--- src/rtl/multdiv_sched_pkg.sv ---
// Shared types and constants for the multiply/divide issue scheduler.
package multdiv_sched_pkg;

    localparam int DATA_W_DEF = 32;
    localparam int TAG_W_DEF  = 5;

    localparam logic LANE0 = 1'b0;
    localparam logic LANE1 = 1'b1;

    typedef enum logic [1:0] {
        ST_IDLE  = 2'd0,
        ST_START = 2'd1,
        ST_BUSY  = 2'd2,
        ST_DONE  = 2'd3
    } state_e;

endpackage

--- src/rtl/multdiv_sched_lane_sel.sv ---
// Fixed-priority lane select: lane 0 (older) always wins, the loser is stalled.
module multdiv_lane_sel
    import multdiv_sched_pkg::*;
#(
    parameter int DATA_W = DATA_W_DEF,
    parameter int TAG_W  = TAG_W_DEF
) (
    input  logic              accept,
    input  logic              req0_valid,
    input  logic              req0_is_div,
    input  logic [DATA_W-1:0] req0_a,
    input  logic [DATA_W-1:0] req0_b,
    input  logic [TAG_W-1:0]  req0_tag,
    input  logic              req1_valid,
    input  logic              req1_is_div,
    input  logic [DATA_W-1:0] req1_a,
    input  logic [DATA_W-1:0] req1_b,
    input  logic [TAG_W-1:0]  req1_tag,
    output logic              sel_valid,
    output logic              sel,
    output logic              sel_is_div,
    output logic [DATA_W-1:0] sel_a,
    output logic [DATA_W-1:0] sel_b,
    output logic [TAG_W-1:0]  sel_tag,
    output logic              stall0,
    output logic              stall1
);

    logic [1:0] req_v;
    logic [1:0] stall_v;

    assign req_v      = {req1_valid, req0_valid};
    assign sel_valid  = req0_valid | req1_valid;
    assign sel        = req0_valid ? LANE0 : LANE1;
    assign sel_is_div = req0_valid ? req0_is_div : req1_is_div;
    assign sel_a      = req0_valid ? req0_a      : req1_a;
    assign sel_b      = req0_valid ? req0_b      : req1_b;
    assign sel_tag    = req0_valid ? req0_tag    : req1_tag;

    genvar gi;
    generate
        for (gi = 0; gi < 2; gi++) begin : g_stall
            assign stall_v[gi] = req_v[gi] & ~(accept & (sel == 1'(gi)));
        end
    endgenerate

    assign stall0 = stall_v[0];
    assign stall1 = stall_v[1];

endmodule

--- src/rtl/multdiv_sched.sv ---
// Shares one iterative mult/div unit between two issue lanes: start pulse,
// wait for ready (or time out), then hold the tagged result until written back.
module multdiv_sched
    import multdiv_sched_pkg::*;
#(
    parameter int DATA_W  = DATA_W_DEF,
    parameter int TAG_W   = TAG_W_DEF,
    parameter int TIMEOUT = 40
) (
    input  logic              clock,
    input  logic              reset_n,
    input  logic              req0_valid,
    input  logic              req0_is_div,
    input  logic [DATA_W-1:0] req0_a,
    input  logic [DATA_W-1:0] req0_b,
    input  logic [TAG_W-1:0]  req0_tag,
    input  logic              req1_valid,
    input  logic              req1_is_div,
    input  logic [DATA_W-1:0] req1_a,
    input  logic [DATA_W-1:0] req1_b,
    input  logic [TAG_W-1:0]  req1_tag,
    input  logic              flush,
    output logic              stall0,
    output logic              stall1,
    output logic [DATA_W-1:0] md_a,
    output logic [DATA_W-1:0] md_b,
    output logic              md_ctrl_mult,
    output logic              md_ctrl_div,
    input  logic [DATA_W-1:0] md_result,
    input  logic              md_exception,
    input  logic              md_rdy,
    output logic              wb_valid,
    input  logic              wb_ready,
    output logic [DATA_W-1:0] wb_result,
    output logic              wb_exception,
    output logic [TAG_W-1:0]  wb_tag,
    output logic              wb_lane,
    output logic              busy
);

    localparam int               CNT_W    = $clog2(TIMEOUT + 1);
    localparam logic [CNT_W-1:0] TMO_LAST = CNT_W'(TIMEOUT - 1);

    state_e            state_q;
    logic [CNT_W-1:0]  tmo_cnt_q;
    logic [TAG_W-1:0]  op_tag_q;
    logic              op_lane_q;
    logic [DATA_W-1:0] md_a_q;
    logic [DATA_W-1:0] md_b_q;
    logic              md_ctrl_mult_q;
    logic              md_ctrl_div_q;
    logic              wb_valid_q;
    logic [DATA_W-1:0] wb_result_q;
    logic              wb_exception_q;
    logic [TAG_W-1:0]  wb_tag_q;
    logic              wb_lane_q;

    logic              accept;
    logic              take;
    logic              sel_valid;
    logic              sel;
    logic              sel_is_div;
    logic [DATA_W-1:0] sel_a;
    logic [DATA_W-1:0] sel_b;
    logic [TAG_W-1:0]  sel_tag;

    assign accept = ((state_q == ST_IDLE) || (state_q == ST_DONE && wb_ready)) && !flush;
    assign take   = accept && sel_valid;

    multdiv_lane_sel #(
        .DATA_W (DATA_W),
        .TAG_W  (TAG_W)
    ) u_lane_sel (
        .accept      (accept),
        .req0_valid  (req0_valid),
        .req0_is_div (req0_is_div),
        .req0_a      (req0_a),
        .req0_b      (req0_b),
        .req0_tag    (req0_tag),
        .req1_valid  (req1_valid),
        .req1_is_div (req1_is_div),
        .req1_a      (req1_a),
        .req1_b      (req1_b),
        .req1_tag    (req1_tag),
        .sel_valid   (sel_valid),
        .sel         (sel),
        .sel_is_div  (sel_is_div),
        .sel_a       (sel_a),
        .sel_b       (sel_b),
        .sel_tag     (sel_tag),
        .stall0      (stall0),
        .stall1      (stall1)
    );

    always_ff @(posedge clock or negedge reset_n) begin
        if (!reset_n) begin
            state_q        <= ST_IDLE;
            tmo_cnt_q      <= '0;
            op_tag_q       <= '0;
            op_lane_q      <= 1'b0;
            md_a_q         <= '0;
            md_b_q         <= '0;
            md_ctrl_mult_q <= 1'b0;
            md_ctrl_div_q  <= 1'b0;
            wb_valid_q     <= 1'b0;
            wb_result_q    <= '0;
            wb_exception_q <= 1'b0;
            wb_tag_q       <= '0;
            wb_lane_q      <= 1'b0;
        end else begin
            md_ctrl_mult_q <= 1'b0;
            md_ctrl_div_q  <= 1'b0;
            if (flush) begin
                state_q    <= ST_IDLE;
                wb_valid_q <= 1'b0;
            end else if (take) begin
                state_q        <= ST_START;
                tmo_cnt_q      <= '0;
                op_tag_q       <= sel_tag;
                op_lane_q      <= sel;
                md_a_q         <= sel_a;
                md_b_q         <= sel_b;
                md_ctrl_mult_q <= !sel_is_div;
                md_ctrl_div_q  <= sel_is_div;
                wb_valid_q     <= 1'b0;
            end else begin
                unique case (state_q)
                    ST_IDLE: ;
                    // A ready still high from the previous op is deliberately ignored here.
                    ST_START: state_q <= ST_BUSY;
                    ST_BUSY: begin
                        if (md_rdy) begin
                            wb_result_q    <= md_result;
                            wb_exception_q <= md_exception;
                            wb_tag_q       <= op_tag_q;
                            wb_lane_q      <= op_lane_q;
                            wb_valid_q     <= 1'b1;
                            state_q        <= ST_DONE;
                        end else if (tmo_cnt_q == TMO_LAST) begin
                            wb_result_q    <= '0;
                            wb_exception_q <= 1'b1;
                            wb_tag_q       <= op_tag_q;
                            wb_lane_q      <= op_lane_q;
                            wb_valid_q     <= 1'b1;
                            state_q        <= ST_DONE;
                        end else begin
                            tmo_cnt_q <= tmo_cnt_q + CNT_W'(1);
                        end
                    end
                    ST_DONE: begin
                        if (wb_ready) begin
                            wb_valid_q <= 1'b0;
                            state_q    <= ST_IDLE;
                        end
                    end
                    default: state_q <= ST_IDLE;
                endcase
            end
        end
    end

    assign md_a         = md_a_q;
    assign md_b         = md_b_q;
    assign md_ctrl_mult = md_ctrl_mult_q;
    assign md_ctrl_div  = md_ctrl_div_q;
    assign wb_valid     = wb_valid_q;
    assign wb_result    = wb_result_q;
    assign wb_exception = wb_exception_q;
    assign wb_tag       = wb_tag_q;
    assign wb_lane      = wb_lane_q;
    assign busy         = (state_q != ST_IDLE);

endmodule

--- config.mk ---
export PLATFORM = sky130hd
export DESIGN_NAME = multdiv_sched
export DESIGN_NICKNAME = d
export VERILOG_FILES = /design/src/rtl/multdiv_sched_pkg.sv /design/src/rtl/multdiv_sched_lane_sel.sv /design/src/rtl/multdiv_sched.sv
export SDC_FILE = /design/constraint.sdc
export NUM_CORES = 1
export LEC_CHECK = 0
export ABC_AREA = 1
export ABC_CLOCK_PERIOD_IN_PS = 2370
export CELL_PAD_IN_SITES_DETAIL_PLACEMENT = 0
export CELL_PAD_IN_SITES_GLOBAL_PLACEMENT = 1
export CORE_MARGIN = 3
export CORE_UTILIZATION = 30
export CTS_BUF_LIST = sky130_fd_sc_hd__clkbuf_16
export DETAILED_ROUTE_END_ITERATION = 10
export GPL_TIMING_DRIVEN = 0
export PLACE_DENSITY_LB_ADDON = 0.1
export REMOVE_ABC_BUFFERS = 1
export SYNTH_ARGS = -nofsm -noshare
export SYNTH_HDL_FRONTEND = slang
export SYNTH_SLANG_ARGS = --single-unit
--- constraint.sdc ---
create_clock -name clock -period 2.37 [get_ports clock]
set_input_delay 0.474 -clock clock [delete_from_list [all_inputs] [get_ports clock]]
set_output_delay 0.474 -clock clock [all_outputs]
set_load 0.01 [all_outputs]
==> summary.md <==
| Metric | Value |
|---|---|
| Status | complete, no violations |
| CTS root buffer | clkbuf_16 |
| Placed cell count | 1111 |
| Fin. max-slew vios | 0 |
| DR vias | 5311 |
| Mean area per synthesized cell | ~8.6 um2 |
| Register area share after synthesis | 0.546 |
| Min-Delay Path Class | reg2reg |
| Layout cells sized above 1 | 0.0729 |
| Total number of yosys warnings | 0 |
| Max incr delay on CP | 0.57 ns |
| Hold WS | ~0.46 ns |
| Clk_lat worst skew | between 0.4 and 0.5 ns |
| Drt first pass iters | 4 |
| Placed standard-cell area | 0.00856 mm2 |
| Vias in the first global route | around 5300 |
| Mapped Area | between 0.005 and 0.006 mm2 |
| Ant diodes | 0 |
| Setup_tns | 0 ns |
| Final Cell Area | between 0.009 and 0.01 mm2 |
| #FFs+latches synth | 120 |
| Fin cells | 1144 |
| Critical path class | reg2reg |
| Gate Count Post-Synth | 637 |
| Cell Pwr Density | 1150 mW/mm2 |
| Pre-CTS WS | -1.29 ns |
| Final worst setup slack | 0.283 ns |
| Die width | between 100 and 150 um |
| # DRC | 0 |
| Overall global routing resource usage | 0.184 |
| Netlist cell types | 23 |
| Vias per cell | 4.64 |
| VDD IR max | 516 uV |
| CTS max path bufs | 2 |
| Htree depth | 4 |
| Max transition margin | 0.350 |
| Total power | 10.5 mW |
| CORE AREA | 0.0176 mm2 |
| Max-cap violations | 0 |
| Total grt overflow | 0 |
| Die area | approximately 0.02 mm2 |
| DR iter-0 viols | between 150 and 200 |
| Cell chain of the critical path | inv_1 -> nand2_1 -> nor2_4 -> nand2_2 -> nand2_1 -> nand2_1 |
| Critical path capture point type | flop |
| Worst Tran Pin Value | between 0.9 and 1 ns |
| Crit Path Max Fanout | between 40 and 50 |
| Clock transition at path regs | roughly 0.05 ns |
| Final GP Congestion | just under 0.8 |
| Num CTS Buffers | 17 |
| Fin. Hold Viols | 0 |
| Area Overhead vs Synth | 66.8% |
| Placement Rows | 48 |
| Most common cell on crit path | nand2_1 |
| CP arrival | around 2.4 ns |
| Minimum clock period | roughly 2.1 ns |
| Final Setup Violations | 0 |
| Delay-heaviest family, CP | simple AND/OR/NAND/NOR gates |
| Port buffer count | 288 |
| First-pass GRT wire length | between 20 and 30 mm |
| Io pins | around 290 |
| WP data required | around 2.7 ns |
| Worst setup SP type | flop |
| Fin nets | 1088 |
| Fmax | between 400 and 500 MHz |
| WL/cell | about 16 um |
| Routed WL | approximately 18 mm |
| RSZ-0062 raised after global routing | no |
| ANT nets after route | 0 |
| Initial core utilization | 0.312 |
| CP max-delay cell | nand2_2 |
| Period utilisation layout | 0.881 |
| CP Buf/Inv Count | 1 |
| Initial antenna violation count | 0 |
| Fin util | 0.521 |
| Dpl hpwl | ~13 mm |
| CTS tree | built |
| Leakage | 4.17 nW |
| Final setup skew | a little under 0.006 ns |
| Largest net degree at the start of global routing | 93 |
| Die height | around 140 um |
| CTS sink cnt | 120 |
-- Yosys cell counts --
library cell  number  area, um2
o21ai_0            6       30.0
nand3_2            1       10.0
o21ai_1            1       5.00
a21boi_0           1       7.51
inv_1             16       60.1
dfrtp_1          120       3000
a21oi_1            2       10.0
o31ai_1           44        330
nor2_1           144        541
xor2_1             2       17.5
nor2_2             1       6.26
nand2_2            1       6.26
or2_2              1       6.26
nand4_1            1       6.26
nand2_1          175        657
buf_6              4       45.0
inv_2              1       3.75
buf_2             16       80.1
nand3_1           49        245
clkbuf_1          23       86.3
nand3b_1           2       15.0
ha_1               1       12.5
o31ai_2           25        313
-- registers in the layout (all words and copies together), names as in the netlist --
register / flops
md_ctrl_div: 1
wb_tag: 5
op_lane_q: 1
state_q: 2
wb_lane: 1
md_a: 32
tmo_cnt_q: 6
md_b: 32
wb_valid: 1
md_ctrl_mult: 1
wb_exception: 1
wb_result: 32
op_tag_q: 5
-- area by class of cell --
class / count / area [um2]
tap: 225 / 282
timing repair buffer: 293 / 3000
clock buffer: 17 / 425
sequential: 120 / 3000
inverter: 17 / 71.3
clock inverter: 14 / 144
fill: 1648 / 8430
multi-input combinational: 458 / 2240
-- layer usage --
layer	vias to the layer above	wire length (um)	track usage	share of wire
li1	2625	-	-	-
met1	2455	7170	0.216	0.39
met2	212	8710	0.299	0.48
met3	19	2120	0.0866	0.12
met4	0	306	0.0566	0.017
met5	-	0	0	0
-- final timing paths --
path,from,to,slack (ns),depth (start not counted)
max in group asynchronous,reset_n,md_b[1]$_DFFE_PN0P_,1.13,3
max,state_q[0]$_DFFE_PN0P_,wb_result[4]$_DFFE_PN0P_,0.28,6
min in group asynchronous,reset_n,wb_result[14]$_DFFE_PN0P_,0.51,2
min,wb_result[0]$_DFFE_PN0P_,wb_result[0]$_DFFE_PN0P_,0.46,2
min reg2reg,wb_result[0]$_DFFE_PN0P_,wb_result[0]$_DFFE_PN0P_,0.46,2
max reg2reg,state_q[0]$_DFFE_PN0P_,wb_result[4]$_DFFE_PN0P_,0.28,6
-- timing repair --
item,in CTS,in global routing
hold buffers,1,0
hold endpoints to repair,28,0
cloned,1,0
endpoints found under the setup margin,122,2
pin swaps,0,0
buffers inserted,0,0
gates resized for setup,10,4
-- cell families (layout without fill, tap and decap cells) --
group,count (synthesis),after routing,synth area share
AOI/OAI and AO/OA,79,79,0.127
xor gates and xnor gates,2,2,0.00319
adders and majority gates,1,1,0.00228
buffers and inverters,60,341,0.0501
DFF,120,120,0.546
and+or+nand+nor,375,376,0.272
-- cell usage in the layout, fill, tap and decap left out, types with 2 or more instances in the layout --
master	netlist	layout
nand2_2	1	2
dfrtp_1	120	120
nor2_1	144	143
buf_16	0	3
nand3_1	49	49
a21oi_1	2	2
o31ai_1	44	44
nand3b_1	2	2
clkinv_2	0	4
bufinv_16	0	3
clkdlybuf4s50_1	0	282
xor2_1	2	2
clkbuf_16	0	17
clkinvlp_4	0	2
dlymetal6s2s_1	0	2
nor2_2	1	2
buf_6	4	2
o21ai_0	6	6
inv_1	16	19
o31ai_2	25	25
nand2_1	175	174
-- power breakdown --
group / internal, mW / switching (mW)
logic: 2.43 / 2.03
registers: 3.02 / 0.547
clock network: 1.62 / 0.889
-- worst reg2reg max path, delay by kind of cell (launching register included) --
family	cells	cell delay, ns
flops	1	0.41
buf+inv	1	0.06
simple gates	5	1.49
(Power assumes the default switching activity.)
